<file path="config.mk">
export PLATFORM = sky130hd
export DESIGN_NAME = dmem_port_arbiter
export DESIGN_NICKNAME = d
export VERILOG_FILES = /design/src/rtl/calc_mem_pkg.sv /design/src/rtl/starve_counter.sv /design/src/rtl/dmem_port_arbiter.sv
export SDC_FILE = /design/constraint.sdc
export NUM_CORES = 1
export LEC_CHECK = 0
export CAP_MARGIN = 20
export CORE_UTILIZATION = 38
export DETAILED_ROUTE_END_ITERATION = 10
export PLACE_DENSITY = 0.76
export SYNTH_ARGS = -nofsm -noshare
export SYNTH_HDL_FRONTEND = slang
export SYNTH_HIERARCHICAL = 1
export SYNTH_SLANG_ARGS = --single-unit
</file>
<file path="constraint.sdc">
create_clock -name clk -period 2.55 [get_ports clk]
set_input_delay 0.3825 -clock clk [delete_from_list [all_inputs] [get_ports clk]]
set_output_delay 0.3825 -clock clk [all_outputs]
set_load 0.02 [all_outputs]
</file>
<file path="src/rtl/calc_mem_pkg.sv">
// Shared types and constants for the data-memory port arbiter.
package calc_mem_pkg;

    typedef enum logic [1:0] {SRC_NONE, SRC_VGA, SRC_CPU, SRC_KBD} mem_src_t;

    localparam int STARVE_MAX_DEFAULT = 8;
    localparam int KBD_DATA_W         = 5;

endpackage

</file>
<file path="src/rtl/starve_counter.sv">
// Saturating count of consecutive lost arbitration cycles for one requester.
module starve_counter #(
    parameter int MAX = 8,
    parameter int CW  = $clog2(MAX + 1)
) (
    input  logic clk,
    input  logic reset,
    input  logic inc,
    input  logic clr,
    output logic sat
);

    logic [CW-1:0] cnt_q, cnt_d;

    assign sat = (cnt_q == CW'(MAX));

    always_comb begin
        cnt_d = cnt_q;
        if (clr) begin
            cnt_d = '0;
        end else if (inc && !sat) begin
            cnt_d = cnt_q + 1'b1;
        end
    end

    always_ff @(posedge clk or negedge reset) begin
        if (!reset) begin
            cnt_q <= '0;
        end else begin
            cnt_q <= cnt_d;
        end
    end

endmodule

</file>
<file path="src/rtl/dmem_port_arbiter.sv">
// Shares one data-memory port between VGA, CPU and keyboard masters with
// fixed priority, starvation promotion and tag-routed read returns.
module dmem_port_arbiter
    import calc_mem_pkg::*;
#(
    parameter int             BUS        = 32,
    parameter logic [BUS-1:0] KBD_ADDR   = '0,
    parameter int             STARVE_MAX = STARVE_MAX_DEFAULT
) (
    input  logic                  clk,
    input  logic                  reset,
    input  logic                  vga_req,
    input  logic [BUS-1:0]        vga_addr,
    output logic                  vga_gnt,
    output logic                  vga_rvalid,
    output logic [BUS-1:0]        vga_rdata,
    input  logic                  cpu_req,
    input  logic                  cpu_we,
    input  logic [BUS-1:0]        cpu_addr,
    input  logic [BUS-1:0]        cpu_wdata,
    output logic                  cpu_gnt,
    output logic                  cpu_rvalid,
    output logic [BUS-1:0]        cpu_rdata,
    input  logic                  kbd_req,
    input  logic [KBD_DATA_W-1:0] kbd_data,
    output logic                  kbd_gnt,
    output logic [BUS-1:0]        mem_addr,
    output logic [BUS-1:0]        mem_wdata,
    output logic                  mem_we,
    output logic                  mem_re,
    input  logic [BUS-1:0]        mem_rdata
);

    localparam int NUM_ST = 2;
    localparam int ST_CPU = 0;
    localparam int ST_KBD = 1;

    logic           vga_gnt_q, vga_gnt_d;
    logic           cpu_gnt_q, cpu_gnt_d;
    logic           kbd_gnt_q, kbd_gnt_d;
    logic           mem_we_q, mem_we_d;
    logic           mem_re_q, mem_re_d;
    logic [BUS-1:0] mem_addr_q, mem_addr_d;
    logic [BUS-1:0] mem_wdata_q, mem_wdata_d;
    mem_src_t       rd_tag_q, rd_tag_d;
    mem_src_t       ret_tag_q;
    logic [BUS-1:0] vga_rdata_q, cpu_rdata_q;

    logic              vga_elig, cpu_elig, kbd_elig;
    mem_src_t          win;
    logic [NUM_ST-1:0] st_req, st_elig, st_win, st_inc, st_clr, st_sat;

    // A requester is still holding its old request during its own grant cycle.
    assign vga_elig = vga_req & ~vga_gnt_q;
    assign cpu_elig = cpu_req & ~cpu_gnt_q;
    assign kbd_elig = kbd_req & ~kbd_gnt_q;

    assign st_req  = {kbd_req, cpu_req};
    assign st_elig = {kbd_elig, cpu_elig};
    assign st_win  = {win == SRC_KBD, win == SRC_CPU};

    generate
        for (genvar gi = 0; gi < NUM_ST; gi++) begin : gen_starve
            assign st_inc[gi] = st_elig[gi] & ~st_win[gi];
            assign st_clr[gi] = ~st_req[gi] | st_win[gi];

            starve_counter #(
                .MAX (STARVE_MAX)
            ) u_starve (
                .clk   (clk),
                .reset (reset),
                .inc   (st_inc[gi]),
                .clr   (st_clr[gi]),
                .sat   (st_sat[gi])
            );
        end
    endgenerate

    // Promoted keyboard beats promoted CPU, which beats the VGA default.
    always_comb begin
        win = SRC_NONE;
        if (kbd_elig && st_sat[ST_KBD]) begin
            win = SRC_KBD;
        end else if (cpu_elig && st_sat[ST_CPU]) begin
            win = SRC_CPU;
        end else if (vga_elig) begin
            win = SRC_VGA;
        end else if (cpu_elig) begin
            win = SRC_CPU;
        end else if (kbd_elig) begin
            win = SRC_KBD;
        end
    end

    always_comb begin
        vga_gnt_d   = 1'b0;
        cpu_gnt_d   = 1'b0;
        kbd_gnt_d   = 1'b0;
        mem_we_d    = 1'b0;
        mem_re_d    = 1'b0;
        mem_addr_d  = mem_addr_q;
        mem_wdata_d = mem_wdata_q;
        rd_tag_d    = SRC_NONE;
        case (win)
            SRC_VGA: begin
                vga_gnt_d  = 1'b1;
                mem_re_d   = 1'b1;
                mem_addr_d = vga_addr;
                rd_tag_d   = SRC_VGA;
            end
            SRC_CPU: begin
                cpu_gnt_d   = 1'b1;
                mem_we_d    = cpu_we;
                mem_re_d    = ~cpu_we;
                mem_addr_d  = cpu_addr;
                mem_wdata_d = cpu_wdata;
                rd_tag_d    = cpu_we ? SRC_NONE : SRC_CPU;
            end
            SRC_KBD: begin
                kbd_gnt_d   = 1'b1;
                mem_we_d    = 1'b1;
                mem_addr_d  = KBD_ADDR;
                mem_wdata_d = {{(BUS - KBD_DATA_W){1'b0}}, kbd_data};
            end
            default: begin
            end
        endcase
    end

    always_ff @(posedge clk or negedge reset) begin
        if (!reset) begin
            vga_gnt_q   <= 1'b0;
            cpu_gnt_q   <= 1'b0;
            kbd_gnt_q   <= 1'b0;
            mem_we_q    <= 1'b0;
            mem_re_q    <= 1'b0;
            mem_addr_q  <= '0;
            mem_wdata_q <= '0;
            rd_tag_q    <= SRC_NONE;
            ret_tag_q   <= SRC_NONE;
            vga_rdata_q <= '0;
            cpu_rdata_q <= '0;
        end else begin
            vga_gnt_q   <= vga_gnt_d;
            cpu_gnt_q   <= cpu_gnt_d;
            kbd_gnt_q   <= kbd_gnt_d;
            mem_we_q    <= mem_we_d;
            mem_re_q    <= mem_re_d;
            mem_addr_q  <= mem_addr_d;
            mem_wdata_q <= mem_wdata_d;
            rd_tag_q    <= rd_tag_d;
            ret_tag_q   <= rd_tag_q;
            if (ret_tag_q == SRC_VGA) begin
                vga_rdata_q <= mem_rdata;
            end
            if (ret_tag_q == SRC_CPU) begin
                cpu_rdata_q <= mem_rdata;
            end
        end
    end

    // Memory data arrives in the return cycle; the owner sees it then and keeps it afterwards.
    assign vga_rvalid = (ret_tag_q == SRC_VGA);
    assign cpu_rvalid = (ret_tag_q == SRC_CPU);
    assign vga_rdata  = vga_rvalid ? mem_rdata : vga_rdata_q;
    assign cpu_rdata  = cpu_rvalid ? mem_rdata : cpu_rdata_q;

    assign vga_gnt   = vga_gnt_q;
    assign cpu_gnt   = cpu_gnt_q;
    assign kbd_gnt   = kbd_gnt_q;
    assign mem_we    = mem_we_q;
    assign mem_re    = mem_re_q;
    assign mem_addr  = mem_addr_q;
    assign mem_wdata = mem_wdata_q;

endmodule

</file>
==> results.toml <==
[detailed_routing]
wire_per_inst_um = 18.5
ant_nets = 0
vias_per_cell = 4.93
wl_mm = 18.6
drcViolationCount = 0
first_iter_violations = 121
num_vias = 4958
dr.pass1.iters = 4

[sta]
finalHoldViolCount = 0
finalSetupViolCount = 0
fmaxAchievable_mhz = 412
slew_violations = 0
skew_ns = 0.0104
finalCritPeriodShare_pct = 95.1
post-route-min-period_ns = 2.42
hold_slack_ns = 0.368
setup_tns_ns = 0
rsz0062_at_grt = "true"
relSlewSlack_pct = 56.1
worstMarginPinSlew_ns = 0.658

[synthesis]
synth-seq-cells = 144
synth_top_area_cell = "dfrtp_1"
synth-seq-area-share_pct = 57.3
synth_area_leaders = "dfrtp_1, mux2_2, mux2i_1, a21oi_1, or3b_1"
syn_area_um2 = 6290
yosysTopAreaCellShare_pct = 57.3
synth_warnings = 6
syn_avg_cell_area_um2 = 12.5
syn_inst = 504
synth_cell_types = 28
syn_nets = 651

[worst_hold_path]
hold_class = "flop to flop"
holdCritStartpoint = "rd_tag_q[1]"
min_to = "ret_tag_q[1]"
hold_depth = 0

[place]
port_buffers = 273
hpwl_mm = 12.9
gp_congestion = 0.776

[power_and_ir_drop]
p_int_mw = 7.35
power_frac_clock_pct = 23.0
p_seq_share_pct = 31.6
swShare_pct = 35.4
power_density_nw_per_um2 = 1130
switchingPower_mw = 4.02
p_leak_nw = 4.71
finalPower_mw = 11.4
p_comb_share_pct = 45.4
peakVddDrop_v = 0.000493

[critical_path]
cp-start-kind = "flop"
critPathMaxStageDelay_ns = 0.41
critPathMaxFanout = 59
r2r_cells = 10
arrival_ns = 2.76
r2r-start = "gen_starve[1].u_starve/cnt_q[0]"
cp_num_buf_inv = 2
crit_type = "flop to flop"
r2r-end = "mem_addr[30]"
startpoint = "gen_starve[1].u_starve/cnt_q[0]"
required_ns = 2.88
path_delay_family = "simple AND/OR/NAND/NOR gates"
slowest_stage = "dfrtp_1"
reg2reg_slack_ns = 0.13
cp-end-kind = "flop"
critical_path.cell_chain = "inv_1, ha_1, nand2_1, nor2_2, nor3b_2, o22ai_2, ha_2, buf_12, or3b_1, a21oi_1"

[layout]
final_cell_mix = "clkdlybuf4s50_1, dfrtp_1, a21oi_1"
final_common_cell = "clkdlybuf4s50_1"
fin_nets = 924
final_layout_size_suffix_gt1_share_pct = 13.8
area_delta_synth_final_pct = 60.5
finish.utilization_pct = 63.1

[cts]
cts.sinks = 144
cts_buffers = 17
cts_tree = "done"
postCtsSetupRepairBufs = 0
h-tree-depth = 4
clk_path_buf_depth = 2
root_buffer = "clkbuf_16"
path_clk_slew_ns = 0.06
clk-insertion-delay-late_ns = 0.42

[global_route]
grt_pass1_vias = 5238
grt_usage_pct = 20.7
grt_pass1_wl_mm = 26.7
overflow = 0
grt_max_degree = 71
grt_antenna_before_repair = 1

[floorplan]
dieWidth_um = 131
dieArea_um2 = 17100
num_rows = 46
core_um2 = 16000
start_util_pct = 39.3
die_h_um = 131
ios = 274

[job]
drv_cap = 0

[outcome]
status = "finished clean"
## cell usage after synthesis
cell type / n
xor2_1: 2
buf_1: 3
dfrtp_1: 144
a21o_1: 1
and3b_1: 1
o22ai_1: 2
nor2b_1: 34
buf_2: 10
o21a_1: 2
nand4_1: 2
mux2_4: 2
mux2i_1: 34
a21oi_1: 66
buf_4: 7
or3b_1: 34
mux2_1: 13
nor2_1: 37
nand2b_1: 10
clkbuf_1: 4
nand2_1: 11
ha_1: 8
nor3b_1: 3
buf_6: 10
o21ba_2: 1
o22a_1: 2
o21ai_0: 5
mux2_2: 51
inv_1: 5
## cell families after synthesis
| family | count (synthesis) | share of synthesized area [%] |
|---|---|---|
| xor+xnor | 2 | 0.279 |
| mux | 100 | 17.4 |
| buf+inv | 39 | 4.14 |
| flops | 144 | 57.3 |
| simple gates | 132 | 12.7 |
| fa+ha+maj | 8 | 1.59 |
| compound gates | 79 | 6.65 |
## per-stage QoR
| step | area (um2) | instances | worst slack, ns |
|---|---|---|---|
| final | 10100 | 1006 | 0.126 |
| after global routing | 10100 | 1006 | -0.0500 |
| after CTS | 9880 | 1004 | 0.000158 |
| after detailed placement | 9270 | 972 | 0.000365 |
| after global placement | 9270 | 972 | 0.138 |
| after floorplan | 6290 | 504 | 0.00721 |
## area by class of cell
type	count	area [um2]
Clock buffer	18	429
Timing Repair Buffer	288	3100
Clock inverter	13	185
Inverter	5	18.8
Sequential cell	144	3600
Fill cell	1253	5910
Multi-Input combinational cell	321	2470
Tap cell	216	270
Antenna cell	1	2.50
## metal layers
metal	share of wire [%]	wire length, um	vias to the layer above	GRT usage, %
met5	0	0	-	0
met4	1.6	292	0	8.32
met3	10	1870	21	8.47
met2	50	9290	218	35.8
met1	38	7110	2423	22.6
li1	-	-	2296	-
## power by group through the flow
stage | Clock (mW) | Combinational, mW | Sequential [mW]
3_3_place_gp | 0 | 5.15 | 3.56
2_1_floorplan | 0 | 2.25 | 4.02
6_report | 2.62 | 5.16 | 3.59
5_1_grt | 2.76 | 5.48 | 3.69
3_5_place_dp | 0 | 5.27 | 3.59
4_1_cts | 2.67 | 5.26 | 3.58
## registers in the layout (all words and copies together), names as in the netlist
name and flops:
mem_wdata 32, kbd_gnt 1, mem_re 1, vga_rdata_q 32
mem_addr 32, cpu_gnt 1, ret_tag_q 2, gen_starve.u_starve/cnt_q 8
rd_tag_q 2, mem_we 1, cpu_rdata_q 32
## repair_timing
| action | CTS | global route |
|---|---|---|
| setup endpoints to repair | 6 | 99 |
| gates resized for setup | 6 | 65 |
| pin swaps | 0 | 0 |
| gates cloned | 0 | 1 |
| endpoints found under the hold margin | 23 | 0 |
| hold buffers | 1 | 0 |
## worst max path at each step
stage / to / slack [ns] / cells past startpoint
after floorplan: gen_starve[0].u_starve/cnt_q[0] / 0.007 / 13
after global placement: mem_wdata[0] / 0.14 / 8
after detailed placement: mem_wdata[1] / 0.0004 / 8
after CTS: vga_rdata[30] / 0.0002 / 4
after global routing: mem_wdata[1] / -0.05 / 11
final: mem_addr[30] / 0.13 / 10
(Power assumes the default switching activity.)
